## src/rtl/vram_fetch_pkg.sv

```systemverilog
// vram_fetch_pkg: shared state type and default widths for the VRAM line fetcher
package vram_fetch_pkg;
  localparam int VRAM_DATA_W = 8;
  localparam int DEF_ADDR_W = 14;
  localparam int DEF_LEN_W = 8;
  typedef enum logic [1:0] {IDLE, ISSUE, DRAIN} fetch_state_t;
endpackage

```

## src/rtl/fetch_fifo.sv

```systemverilog
// fetch_fifo: synchronous byte FIFO with flush and a combinational head (zero when empty)
module fetch_fifo
  import vram_fetch_pkg::*;
#(
  parameter int DEPTH = 4,
  parameter int W = VRAM_DATA_W,
  localparam int AW = $clog2(DEPTH),
  localparam int CW = AW + 1
) (
  input  logic          i_clock,
  input  logic          i_reset_n,
  input  logic          i_push,
  input  logic          i_pop,
  input  logic          i_flush,
  input  logic [W-1:0]  i_data,
  output logic [W-1:0]  o_data,
  output logic [CW-1:0] o_count,
  output logic          o_empty,
  output logic          o_full
);
  logic [W-1:0] r_mem [DEPTH];
  logic [AW-1:0] r_wr, r_rd;
  logic [CW-1:0] r_count;
  logic w_push, w_pop;
  assign w_push = i_push & ~i_flush;
  assign w_pop = i_pop & ~i_flush & ~o_empty;
  assign o_empty = r_count == '0;
  assign o_full = r_count == CW'(DEPTH);
  assign o_count = r_count;
  assign o_data = o_empty ? '0 : r_mem[r_rd];
  // storage write; contents need no reset because the head is masked when empty
  always_ff @(posedge i_clock)
    if (w_push) r_mem[r_wr] <= i_data;
  // pointers and occupancy; flush wins over push and pop
  always_ff @(posedge i_clock or negedge i_reset_n)
    if (!i_reset_n) begin
      r_wr <= '0;
      r_rd <= '0;
      r_count <= '0;
    end else if (i_flush) begin
      r_wr <= '0;
      r_rd <= '0;
      r_count <= '0;
    end else begin
      if (w_push) r_wr <= r_wr + AW'(1);
      if (w_pop) r_rd <= r_rd + AW'(1);
      r_count <= r_count + CW'(w_push) - CW'(w_pop);
    end
endmodule

```

## src/rtl/vram_line_fetch.sv

```systemverilog
// vram_line_fetch: burst byte reader for VRAM port B feeding a valid/ready stream; VRAM_FETCH_ABORT_EN adds i_abort
module vram_line_fetch
  import vram_fetch_pkg::*;
#(
  parameter int ADDR_W = DEF_ADDR_W,
  parameter int LEN_W = DEF_LEN_W,
  parameter int DEPTH = 4
) (
  input  logic                   i_clock,
  input  logic                   i_reset_n,
`ifdef VRAM_FETCH_ABORT_EN
  input  logic                   i_abort,
`endif
  input  logic                   i_start,
  input  logic [ADDR_W-1:0]      i_base_addr,
  input  logic [LEN_W-1:0]       i_length,
  output logic                   o_busy,
  output logic                   o_done,
  output logic                   o_ram_enable,
  output logic [ADDR_W-1:0]      o_ram_address,
  input  logic [VRAM_DATA_W-1:0] i_ram_q,
  output logic                   o_out_valid,
  output logic [VRAM_DATA_W-1:0] o_out_data,
  input  logic                   i_out_ready
);
  localparam int CW = $clog2(DEPTH) + 1;
  fetch_state_t r_state;
  logic r_busy, r_done, r_ram_en, r_cap;
  logic [ADDR_W-1:0] r_addr;
  logic [LEN_W-1:0] r_issue_cnt, r_pop_cnt;
  logic [CW-1:0] w_count;
  logic [CW:0] w_need;
  logic w_empty, w_full, w_pop, w_room, w_issue, w_abort;
`ifdef VRAM_FETCH_ABORT_EN
  assign w_abort = i_abort && r_state != IDLE;
`else
  assign w_abort = 1'b0;
`endif
  // reads already strobed (r_ram_en) or returning (r_cap) still need a FIFO slot
  assign w_need = {1'b0, w_count} + (CW+1)'(r_cap) + (CW+1)'(r_ram_en) + (CW+1)'(1);
  assign w_room = w_need <= (CW+1)'(DEPTH);
  assign w_issue = r_state == ISSUE && r_issue_cnt != '0 && w_room;
  assign w_pop = !w_empty && i_out_ready;
  assign o_busy = r_busy;
  assign o_done = r_done;
  assign o_ram_enable = r_ram_en;
  assign o_ram_address = r_addr;
  assign o_out_valid = !w_empty;
  fetch_fifo #(.DEPTH(DEPTH), .W(VRAM_DATA_W)) u_fifo (
    .i_clock  (i_clock),
    .i_reset_n(i_reset_n),
    .i_push   (r_cap),
    .i_pop    (w_pop),
    .i_flush  (w_abort),
    .i_data   (i_ram_q),
    .o_data   (o_out_data),
    .o_count  (w_count),
    .o_empty  (w_empty),
    .o_full   (w_full)
  );
  // burst FSM: the start edge already strobes the first read so data lands one cycle later
  always_ff @(posedge i_clock or negedge i_reset_n)
    if (!i_reset_n) begin
      r_state <= IDLE;
      r_busy <= 1'b0;
      r_done <= 1'b0;
      r_ram_en <= 1'b0;
      r_cap <= 1'b0;
      r_addr <= '0;
      r_issue_cnt <= '0;
      r_pop_cnt <= '0;
    end else begin
      r_done <= 1'b0;
      r_cap <= r_ram_en & ~w_abort;
      if (r_ram_en) r_addr <= r_addr + ADDR_W'(1);
      if (w_abort) begin
        r_state <= IDLE;
        r_busy <= 1'b0;
        r_ram_en <= 1'b0;
        r_issue_cnt <= '0;
        r_pop_cnt <= '0;
      end else begin
        case (r_state)
          IDLE: begin
            r_ram_en <= 1'b0;
            if (i_start && i_length == '0) r_done <= 1'b1;
            else if (i_start) begin
              r_state <= i_length == LEN_W'(1) ? DRAIN : ISSUE;
              r_busy <= 1'b1;
              r_ram_en <= 1'b1;
              r_addr <= i_base_addr;
              r_issue_cnt <= i_length - LEN_W'(1);
              r_pop_cnt <= i_length;
            end
          end
          ISSUE: begin
            r_ram_en <= w_issue;
            if (w_issue) r_issue_cnt <= r_issue_cnt - LEN_W'(1);
            if (w_issue && r_issue_cnt == LEN_W'(1)) r_state <= DRAIN;
            if (w_pop) r_pop_cnt <= r_pop_cnt - LEN_W'(1);
          end
          DRAIN: begin
            r_ram_en <= 1'b0;
            if (w_pop) r_pop_cnt <= r_pop_cnt - LEN_W'(1);
            if (w_pop && r_pop_cnt == LEN_W'(1)) begin
              r_state <= IDLE;
              r_busy <= 1'b0;
              r_done <= 1'b1;
            end
          end
          default: r_state <= IDLE;
        endcase
      end
    end
  a_no_overflow: assert property (@(posedge i_clock) disable iff (!i_reset_n) !(r_cap && w_full && !w_pop));
endmodule

```

## config.mk

```make
export PLATFORM = sky130hd
export DESIGN_NAME = vram_line_fetch
export DESIGN_NICKNAME = d
export VERILOG_FILES = /design/src/rtl/vram_fetch_pkg.sv /design/src/rtl/fetch_fifo.sv /design/src/rtl/vram_line_fetch.sv
export SDC_FILE = /design/constraint.sdc
export NUM_CORES = 1
export LEC_CHECK = 0
export ABC_AREA = 1
export BUFFER_PORTS_ARGS = -buffer_cell sky130_fd_sc_hd__buf_2
export CORE_MARGIN = 2
export CORE_UTILIZATION = 33
export CTS_CLUSTER_DIAMETER = 100
export CTS_CLUSTER_SIZE = 25
export DETAILED_ROUTE_END_ITERATION = 8
export HOLD_SLACK_MARGIN = 0.05
export SYNTH_ARGS = -nofsm -noshare
export SYNTH_HDL_FRONTEND = slang
export SYNTH_SLANG_ARGS = --single-unit
export TNS_END_PERCENT = 20
```

## constraint.sdc

```tcl
create_clock -name i_clock -period 3.2 [get_ports i_clock]
set_input_delay 0.48 -clock i_clock [delete_from_list [all_inputs] [get_ports i_clock]]
set_output_delay 0.48 -clock i_clock [all_outputs]
set_load 0.01 [all_outputs]
```

==> flow_summary.yaml <==
drt:
  postRouteAntennaNets: 0
  viasPerCell: 4.66
  drcViolationCount: 0
  wl_mm: 9.45
  wire_per_inst_um: 12.6
  drtIter0Drc: 224
  dr.pass1.iters: 4
  vias: 3490
worst_setup_path:
  slowest_stage: "fa_1"
  critPathArrivalTime_ns: 2.78
  worstSetupPathType: "reg2reg"
  critPathMaxStageDelay_ns: 0.42
  cp_common_cell: "nand2_1"
  worstPathCellList: "inv_1 > ha_1 > inv_1 > ha_1 > fa_1 > or2_2 > a21oi_2 > nand2_1 > nand2_1 > nand2_2 > inv_2 > nand2_1 > nand2_1"
  cp_max_fo: 10
  cp-end-kind: "flip-flop"
  cp.required_ns: 3.48
  cp-start-kind: "flip-flop"
power:
  powerDensity_nw_per_um2: 1020
  ir_drop_uv: 317
  p_leak_nw: 2.42
cells_and_area:
  antenna_cells: 0
  stdcell_count: 749
  syn_to_final_growth_pct: 17.8
  fin_util: 0.398
  drive_above_1_share: 0.177
  stdcell_area_um2: 5050
  num-nets-final: 629
global_routing:
  globalRouteOverflowTotal: 0
  track_usage: 0.147
  grt_pass1_wl_mm: 16.5
  grt_pass1_vias: 3486
  grt_antenna_before_repair: 0
  grt_max_degree: 44
timing:
  setup_viol: 0
  period_needed_ns: 2.50
  fin_crit_sh: 0.782
  worst-slew-pin-transition_ns: 1.02
  holdWs_ns: 0.317
  fmax_ghz: 0.400
  finalClockSkew_ns: 0.00428
  rsz0062_at_grt: "no"
  fin_setup_tns_ns: 0
  hold_viol_final: 0
  slew_headroom: 0.322
  maxSlewViolCount: 0
synth:
  yosys_warnings: 0
  synth_enable_flop_cells: 32
  synth_cell_types: 35
  synth_xor_area_frac: 0.0388
  synth_fp_nets: 569
  postSynthAreaPerCell_um2: 8.37
  async_reset_ff_frac: 0.573
  yosys.area.top_type: "dfrtp_1"
  yosys.area_share.simple: 0.262
  synthAdderAreaFrac: 0.0707
  synth_area_um2: 4290
  netlist.area_leader.share: 0.251
  yosys-top-cells-area: "dfrtp_1 (25%), edfxtp_1 (22%), nand2_1 (12%)"
  yosys_most_used_dff: "dfrtp_1"
  yosysSeqAreaShare: 0.475
  synth_mux_area_frac: 0
  synth_seq_cells: 75
  synth_top_family_by_area: "simple AND/OR/NAND/NOR gates"
  synth_compound_area_frac: 0.0850
  postSynthCellCount: 512
flow_run:
  max_cap_viol_count: 0
clock_network:
  htreeDepth: 3
  holdBufCountCts: 0
  max-clock-path-buffers: 2
  ctsResizeCount: 0
  clock_latency_ns: 0.34
  clockRootBuffer: "clkbuf_16"
  path_clk_slew_ns: 0.06
  post_cts_buffers: 0
  cts-buffers-inserted: 9
  cts.sinks: 75
  cts_tree: "yes"
floorplan:
  dieHeight_um: 118
  dieWidth_um: 118
  dieArea_um2: 13900
  rows: 41
  io_pins: 60
  initial_core_util: 0.338
  core_area_um2: 12700
run_status:
  outcome: "complete, no violations"
worst_hold_path:
  hold_class: "in2async"
placed_design:
  dp.cells: 733
  portBuffers: 59
  gp_congestion: 0.833
  placed_cell_area_um2: 4750
  dp_hpwl_mm: 6.89
through the flow:
step,setup slack (ns),total power (W)
final,0.698,0.00516
after detailed placement,0.716,0.00418
after global routing,0.544,0.00568
after global placement,0.805,0.00408
after CTS,0.708,0.00522
after floorplan,0.741,0.00349
placed cells by master (no fill, tap or decap), types with 5 or more instances in the layout:
cell / count
nand2_1: 139
nor2_1: 69
buf_2: 59
inv_1: 56
dfrtp_1: 43
o21ai_0: 38
edfxtp_1: 32
nand3_1: 25
ha_1: 21
a21oi_1: 14
xor2_1: 10
xnor2_1: 9
clkbuf_16: 9
nand4_1: 8
o21ai_2: 5
state kept, by name, indices dropped and copies added, names as in the netlist:
name            count
r_cap               1
o_ram_enable        1
r_pop_cnt           8
u_fifo.r_wr         2
o_ram_address      14
o_busy              1
r_state             2
o_done              1
u_fifo.o_count      3
u_fifo.r_mem       32
r_issue_cnt         8
u_fifo.r_rd         2
synthesized netlist by cell type (2+ instances only):
library cell and instances:
o21ai_0 38, a21oi_1 14, edfxtp_1 32, nor3_1 2
o21ai_2 5, xnor2_1 9, nand4_1 8, buf_4 2
clkbuf_1 5, nand3_1 25, dfrtp_1 43, nand3_2 2
nor2_2 3, ha_1 21, nor2_4 3, nand2_4 2
inv_1 56, inv_2 2, nor2_1 69, fa_1 2
buf_2 4, nand2_2 3, a31oi_1 3, xor2_1 10
nand2_1 139
power by group:
group / internal (W) / switching, W
logic: 0.000898 / 0.00155
registers: 0.00138 / 0.000316
clock network: 0.000609 / 0.000408
total: 0.00289 / 0.00228
per-layer routing:
metal	global-route usage	wire length [um]
met1	0.195	4590
met2	0.227	4210
met3	0.0300	393
met4	0.0738	258
met5	0	0
kinds of logic (layout without fill, tap and decap cells):
| logic type | count (synthesis) | count (layout) |
|---|---|---|
| fa+ha+maj | 23 | 23 |
| xor+xnor | 19 | 19 |
| compound gates | 64 | 64 |
| simple gates | 259 | 259 |
| flops | 75 | 75 |
| buf+inv | 72 | 137 |
area by class of cell:
class	count	area, um2
fill	1304	7620
sequential	75	2040
multi-input combinational	365	1960
timing repair buffer	61	310
inverter	60	228
clock buffer	9	225
tap	172	215
clock inverter	7	76.3
final timing paths:
path                                   start                end  slack (ns)  cells past startpoint
setup reg to reg           u_fifo.o_count[0]     r_issue_cnt[4]        0.70                     13
min in group i_clock         i_base_addr[13]  o_ram_address[13]        0.34                      3
hold reg to reg                 r_pop_cnt[6]       r_pop_cnt[6]        0.49                      2
max in group asynchronous          i_reset_n       r_pop_cnt[3]        2.25                      1
setup / recovery           u_fifo.o_count[0]     r_issue_cnt[4]        0.70                     13
hold / removal                     i_reset_n     r_issue_cnt[7]        0.32                      1
worst max-delay path, delay by kind of cell, from the launching register on:
family | cells | cell delay (ns)
flip-flops | 1 | 0.36
buffers and inverters | 3 | 0.32
AO/OA/AOI/OAI | 1 | 0.19
AND/OR/NAND/NOR | 6 | 0.74
adder cells (fa/ha/maj) | 3 | 0.83
Power figures use the tool's default switching activity.
